$ cat src/rtl/operand_stack_if.sv
// Operand stack request/response bundle: the decoder/ALU drives op/data/arg/keep
// and observes the top-of-stack view, occupancy, busy and the error pulse.
interface operand_stack_if #(
  parameter int WIDTH = 32,
  parameter int DEPTH = 4
);
  logic [2:0]       op;
  logic [WIDTH-1:0] data;
  logic [DEPTH:0]   arg;
  logic [DEPTH:0]   keep;
  logic [WIDTH-1:0] tos;
  logic [WIDTH-1:0] nos;
  logic [DEPTH:0]   count;
  logic [1:0]       status;
  logic             busy;
  logic [1:0]       error;

  modport master (
    output op, data, arg, keep,
    input  tos, nos, count, status, busy, error
  );
  modport slave (
    input  op, data, arg, keep,
    output tos, nos, count, status, busy, error
  );
endinterface

$ cat src/rtl/operand_stack.sv
// WebAssembly operand stack: push/pop/replace/binary/dropn plus multi-cycle block unwind.
// OPERAND_STACK_UNWIND_EN builds UNWIND and its COPY FSM; otherwise op 6 is ILLEGAL.
module operand_stack #(
  parameter int WIDTH = 32,
  parameter int DEPTH = 4
) (
  input logic            clk,
  input logic            reset,
  operand_stack_if.slave sb
);
  localparam int CAP = 2**DEPTH;
  localparam int CW  = DEPTH + 1;
  localparam logic [CW-1:0] CAP_C = CW'(CAP);

  localparam logic [2:0] OP_NONE    = 3'd0;
  localparam logic [2:0] OP_PUSH    = 3'd1;
  localparam logic [2:0] OP_POP     = 3'd2;
  localparam logic [2:0] OP_REPLACE = 3'd3;
  localparam logic [2:0] OP_BINARY  = 3'd4;
  localparam logic [2:0] OP_DROPN   = 3'd5;

  localparam logic [1:0] E_NONE  = 2'd0;
  localparam logic [1:0] E_UNDER = 2'd1;
  localparam logic [1:0] E_OVER  = 2'd2;
  localparam logic [1:0] E_ILL   = 2'd3;

  logic [WIDTH-1:0] mem [CAP];
  logic [CW-1:0]    cnt, cnt_n;
  logic [1:0]       err_q, err_n;
  logic             we;
  logic [DEPTH-1:0] waddr;
  logic [WIDTH-1:0] wdata;
  logic             busy;
  logic [DEPTH-1:0] top_i, nxt_i;

  assign top_i = DEPTH'(cnt - CW'(1));
  assign nxt_i = DEPTH'(cnt - CW'(2));

`ifdef OPERAND_STACK_UNWIND_EN
  localparam logic [2:0] OP_UNWIND = 3'd6;
  localparam logic [0:0] S_IDLE    = 1'b0;
  localparam logic [0:0] S_COPY    = 1'b1;

  logic [0:0]       st;
  logic [DEPTH-1:0] src, dst;
  logic [CW-1:0]    rem, uarg;
  logic             go_copy;
  logic [CW:0]      ka_sum;
  logic [CW-1:0]    base;

  // one extra bit so keep+arg cannot wrap past count
  assign ka_sum = {1'b0, sb.keep} + {1'b0, sb.arg};
  assign base   = cnt - sb.keep - sb.arg;
  assign busy   = (st == S_COPY);
`else
  logic unused_keep;
  assign unused_keep = ^sb.keep;
  assign busy        = 1'b0;
`endif

  always_comb begin
    cnt_n = cnt;
    err_n = E_NONE;
    we    = 1'b0;
    waddr = top_i;
    wdata = sb.data;
`ifdef OPERAND_STACK_UNWIND_EN
    go_copy = 1'b0;
    // copies run upward: destination always sits below source
    if (busy) begin
      we    = 1'b1;
      waddr = dst;
      wdata = mem[src];
      if (rem == CW'(1)) cnt_n = cnt - uarg;
    end else
`endif
    if (sb.op != OP_NONE) begin
      case (sb.op)
        OP_PUSH:
          if (cnt == CAP_C) err_n = E_OVER;
          else begin
            we    = 1'b1;
            waddr = cnt[DEPTH-1:0];
            cnt_n = cnt + CW'(1);
          end
        OP_POP:
          if (cnt == '0) err_n = E_UNDER;
          else cnt_n = cnt - CW'(1);
        OP_REPLACE:
          if (cnt == '0) err_n = E_UNDER;
          else we = 1'b1;
        OP_BINARY:
          if (cnt < CW'(2)) err_n = E_UNDER;
          else begin
            we    = 1'b1;
            waddr = nxt_i;
            cnt_n = cnt - CW'(1);
          end
        OP_DROPN:
          if (sb.arg > cnt) err_n = E_UNDER;
          else cnt_n = cnt - sb.arg;
`ifdef OPERAND_STACK_UNWIND_EN
        OP_UNWIND:
          if (ka_sum > {1'b0, cnt}) err_n = E_UNDER;
          else if (sb.keep == '0 || sb.arg == '0) cnt_n = cnt - sb.arg;
          else go_copy = 1'b1;
`endif
        default: err_n = E_ILL;
      endcase
    end
  end

  always_ff @(posedge clk or negedge reset) begin
    if (!reset) begin
      cnt   <= '0;
      err_q <= E_NONE;
    end else begin
      cnt   <= cnt_n;
      err_q <= err_n;
    end
  end

`ifdef OPERAND_STACK_UNWIND_EN
  always_ff @(posedge clk or negedge reset) begin
    if (!reset) begin
      st   <= S_IDLE;
      rem  <= '0;
      uarg <= '0;
      src  <= '0;
      dst  <= '0;
    end else if (st == S_IDLE) begin
      if (go_copy) begin
        st   <= S_COPY;
        rem  <= sb.keep;
        uarg <= sb.arg;
        dst  <= base[DEPTH-1:0];
        src  <= DEPTH'(base + sb.arg);
      end
    end else begin
      dst <= dst + DEPTH'(1);
      src <= src + DEPTH'(1);
      rem <= rem - CW'(1);
      if (rem == CW'(1)) st <= S_IDLE;
    end
  end
`endif

  always_ff @(posedge clk) begin
    if (we) mem[waddr] <= wdata;
  end

  assign sb.tos    = (cnt == '0)     ? '0 : mem[top_i];
  assign sb.nos    = (cnt < CW'(2))  ? '0 : mem[nxt_i];
  assign sb.count  = cnt;
  assign sb.status = (cnt == '0) ? 2'd1 : (cnt == CAP_C) ? 2'd2 : 2'd0;
  assign sb.busy   = busy;
  assign sb.error  = err_q;
endmodule

$ cat src/flat_wrapper.sv
// flat-port wrapper written by rule: the top's interface ports become plain ports
module operand_stack_flat 
#(
  parameter int WIDTH = 32,
  parameter int DEPTH = 4
)
  (clk, reset, sb_op, sb_data, sb_arg, sb_keep, sb_tos, sb_nos, sb_count, sb_status, sb_busy, sb_error);
  operand_stack_if #(.WIDTH(WIDTH), .DEPTH(DEPTH)) sb_i ();
  input logic clk;
  input logic reset;
  input wire logic [$bits(sb_i.op)-1:0] sb_op;
  input wire logic [$bits(sb_i.data)-1:0] sb_data;
  input wire logic [$bits(sb_i.arg)-1:0] sb_arg;
  input wire logic [$bits(sb_i.keep)-1:0] sb_keep;
  output wire logic [$bits(sb_i.tos)-1:0] sb_tos;
  output wire logic [$bits(sb_i.nos)-1:0] sb_nos;
  output wire logic [$bits(sb_i.count)-1:0] sb_count;
  output wire logic [$bits(sb_i.status)-1:0] sb_status;
  output wire logic [$bits(sb_i.busy)-1:0] sb_busy;
  output wire logic [$bits(sb_i.error)-1:0] sb_error;
  assign sb_i.op = sb_op;
  assign sb_i.data = sb_data;
  assign sb_i.arg = sb_arg;
  assign sb_i.keep = sb_keep;
  assign sb_tos = sb_i.tos;
  assign sb_nos = sb_i.nos;
  assign sb_count = sb_i.count;
  assign sb_status = sb_i.status;
  assign sb_busy = sb_i.busy;
  assign sb_error = sb_i.error;
  operand_stack #(.WIDTH(WIDTH), .DEPTH(DEPTH)) u_core (.clk(clk), .reset(reset), .sb(sb_i));
endmodule
$ cat config.mk
export PLATFORM = sky130hd
export DESIGN_NAME = operand_stack_flat
export DESIGN_NICKNAME = d
export VERILOG_FILES = /design/src/rtl/operand_stack_if.sv /design/src/rtl/operand_stack.sv /design/src/flat_wrapper.sv
export SDC_FILE = /design/constraint.sdc
export NUM_CORES = 1
export LEC_CHECK = 0
export BUFFER_PORTS_ARGS = -buffer_cell sky130_fd_sc_hd__clkbuf_2
export CORE_ASPECT_RATIO = 2
export CORE_UTILIZATION = 40
export CTS_BUF_LIST = sky130_fd_sc_hd__clkbuf_8
export DETAILED_ROUTE_END_ITERATION = 16
export SYNTH_ARGS = -nofsm -noshare
export SYNTH_HDL_FRONTEND = slang
export SYNTH_SLANG_ARGS = --single-unit
$ cat constraint.sdc
create_clock -name clk -period 5 [get_ports clk]
set_input_delay 1 -clock clk [delete_from_list [all_inputs] [get_ports clk]]
set_output_delay 1 -clock clk [all_outputs]
set_load 0.02 [all_outputs]
==> qor.csv <==
metric;value;unit
status;complete, no violations;
Critical Path Start Type;register;
Max Slew Vio Count;0;
GRT Resource Usage Total;0.208;
Critical Path RT;4.00;ns
average size of a mapped cell;19.2;um^2
Int Pwr;11.3;mW
Die W;178;um
P per Cell Area;708;nW/um^2
Inserted Clock Buffers;75;
Worst Path Buf+Inv;4;
vias in the first global route;15000;
Post-DP HPWL;36400;um
WL per Instance;28.2;um
Net Sw Frac;0.427;
Detailed Routing Iterations Pass 1;4;
Cell Area, Synth;24900;um^2
RSZ-0062 raised after global routing;no;
register area;15600;um^2
Clock Skew;0.0335;ns
TritonCTS clock tree;built;
Setup WS pre-CTS;0.809;ns
Vias;13900;
Peak VDD IR;0.530;mV
total routed wirelength;64200;um
Syn Inst Count;1296;
clock slew at reported path FFs;0.08;ns
highest clock rate;0.218;GHz
Max-Cap Viols;0;
worst-path maximum fanout;48;
crit path kind;reg2out;
# DRC;0;
Chip Height;355;um
Clock power frac;0.154;
RePlAce Congestion;0.738;
share of layout cells above drive strength 1;0.364;
TNS Setup;0;ns
EDFF count, synth;512;
Hold Path Class;in2async;
Leak;9.18;nW
Distinct cells, synth;59;
GRT overflow;0;
multi-input logic area;8890;um^2
Fin. Hold Viols;0;
Initial Util;0.406;
Final nets;1494;
first-pass GRT wire length;94300;um
crit end category;output port;
Iter 0 DRT Violations;979;
post-cts hold buffer count;0;
Synth Register Bits;519;
Psw;8.43;mW
largest net degree at the start of global routing;135;
fin util;0.455;
most frequent cell on the critical path;a211oi_1;
Worst path slowest cell;dfrtp_4;
Synth Flop Type;edfxtp_1;
Root Buffer;clkbuf_8;
min Tclk post-route;4.60;ns
post-synthesis sequential area ratio;0.625;
max incr delay on CP;0.49;ns
CP delay by family, top;buffers and inverters;
setup violators final;0;
clock sinks;519;
Final WS setup;0.404;ns
initial antenna violation count;3;
Max Root-Sink Buffers;3;
synth warn;0;
critical path, cell by cell;inv_2 -> ha_1 -> a21boi_1 -> xnor2_2 -> buf_12 -> buf_4 -> a211oi_1 -> a211oi_1 -> clkbuf_2;
Routed Antenna Nets;0;
I/O Buffers;114;
Tcrit/Tclk final;0.919;
sequential share of power;0.276;
layout overhead on the synthesized area;12.1;%
Worst-Margin Slew;1.13;ns
post_cts resized;0;
vias per cell;6.11;
I/O Pins;121;
slew margin rel.;0.247;
Die Outline Area;63200;um^2
Core Region;61200;um^2
H-tree depth;3;
Fill cells;5298;
FP Rows;128;
Worst-Skew Late Latency;0.66;ns
Critical Path AT;3.60;ns
Comb pwr share;0.571;
Post-CTS Setup Bufs;0;
async set-reset flop share out of synthesis;0.0135;
Net Count, Synth;1355;
==> cells in the mapped netlist, types with 2 or more instances <==
master	instances	area (um^2)
buf_4	10	75.1
a221oi_1	10	87.6
a21oi_1	14	70.1
xnor2_1	4	35.0
a22o_1	2	17.5
dfrtp_1	7	175
nor3b_2	2	25.0
buf_2	35	175
nand3b_1	4	30.0
nand2_1	17	63.8
nor2b_1	38	238
o21a_1	12	90.1
ha_1	11	138
o22ai_1	24	150
o21ai_0	19	95.1
nand3_1	2	10.0
mux2i_1	116	1160
nand2b_1	3	18.8
buf_6	7	78.8
nor2_1	10	37.5
edfxtp_1	512	15400
a22oi_1	3	22.5
o22a_1	2	17.5
or3b_1	2	17.5
nor3_1	14	70.1
mux2_2	13	146
buf_1	10	37.5
nor4_1	4	25.0
clkbuf_1	42	158
mux4_2	240	5410
o32a_1	2	20.0
inv_1	9	33.8
a211oi_1	68	510
o31ai_1	3	22.5
==> power groups by stage <==
stage / combinational, mW / clock, mW / sequential (mW)
4_1_cts: 11.4 / 3.12 / 5.44
3_3_place_gp: 11.3 / 0 / 5.48
5_1_grt: 12.0 / 3.28 / 5.47
2_1_floorplan: 7.77 / 0 / 5.50
3_5_place_dp: 11.4 / 0 / 5.53
6_report: 11.3 / 3.03 / 5.44
==> kinds of logic after synthesis <==
| kind of cell | after synthesis | synth area share |
|---|---|---|
| AO/OA/AOI/OAI | 167 | 0.0471 |
| XOR/XNOR | 6 | 0.00242 |
| adder cells (fa/ha/maj) | 12 | 0.00634 |
| buffers and inverters | 115 | 0.0229 |
| flip-flops | 519 | 0.625 |
| multiplexers | 370 | 0.270 |
| other | 1 | 0.000151 |
| AND/OR/NAND/NOR | 106 | 0.0252 |
==> cell usage in the layout, fill, tap and decap left out, types with 4 or more instances in the layout <==
cell and n:
clkbuf_8 76, nor2b_1 38, nor2_1 8, a21oi_1 13, buf_4 42, nor4_2 4, nor3_1 4, clkinv_1 19
inv_1 30, clkinv_2 9, nand3b_1 4, nand2_1 17, a211oi_1 68, o22ai_1 24, clkbuf_2 114, edfxtp_1 512
mux4_2 240, ha_1 9, nor3_2 10, a221oi_1 10, o21ai_0 19, buf_12 11, o21a_1 12, dfrtp_1 5
mux2_2 13, mux2i_1 116, clkinvlp_4 6
==> per-layer routing <==
metal  GRT usage  vias to the layer above  wire length [um]
met3      0.0340                      112              3080
li1            -                     5842                 -
met4      0.0747                        4              1920
met1       0.248                     7489             24600
met2       0.375                      434             34500
met5           0                        -                27
==> flip-flops by register name, indices dropped and copies added, names as in the netlist <==
| signal | flops |
|---|---|
| u_core.sb.count | 5 |
| u_core.sb.error | 2 |
| u_core.mem | 512 |
==> metrics by stage <==
step | std cells | hold slack, ns | cell area (um^2) | power [mW]
floorplan | 1296 | 0.704 | 24900 | 13.3
global placement | 2139 | 0.587 | 26600 | 16.8
detailed placement | 2139 | 0.593 | 26600 | 16.9
CTS | 2271 | 0.129 | 27900 | 20.0
global route | 2271 | 0.157 | 27900 | 20.7
finish | 2271 | 0.172 | 27900 | 19.7
==> final cells by class <==
class	count	area share
flip-flops and latches	519	0.558
multi-input cells	662	0.319
repair buffers	167	0.0397
clock buffers	76	0.0375
well taps	780	0.0350
clock inverters	56	0.00894
inverters	10	0.00135
diodes	1	0.0000898
==> path summary, 6_finish.rpt <==
check / start / end / slack (ns) / cells past startpoint
worst max-delay path: u_core.sb.count[1] / sb_tos[19] / 0.40 / 9
worst min-delay path: reset / u_core.sb.count[0] / 0.17 / 1
worst max register to register: u_core.sb.count[0] / u_core.mem[2][16] / 1.43 / 7
min in group clk: u_core.sb.count[2] / u_core.sb.count[2] / 0.60 / 2
max in group asynchronous: reset / u_core.sb.count[1] / 4.62 / 1
worst min register to register: u_core.sb.count[2] / u_core.sb.count[2] / 0.60 / 2
Power figures use the tool's default switching activity.
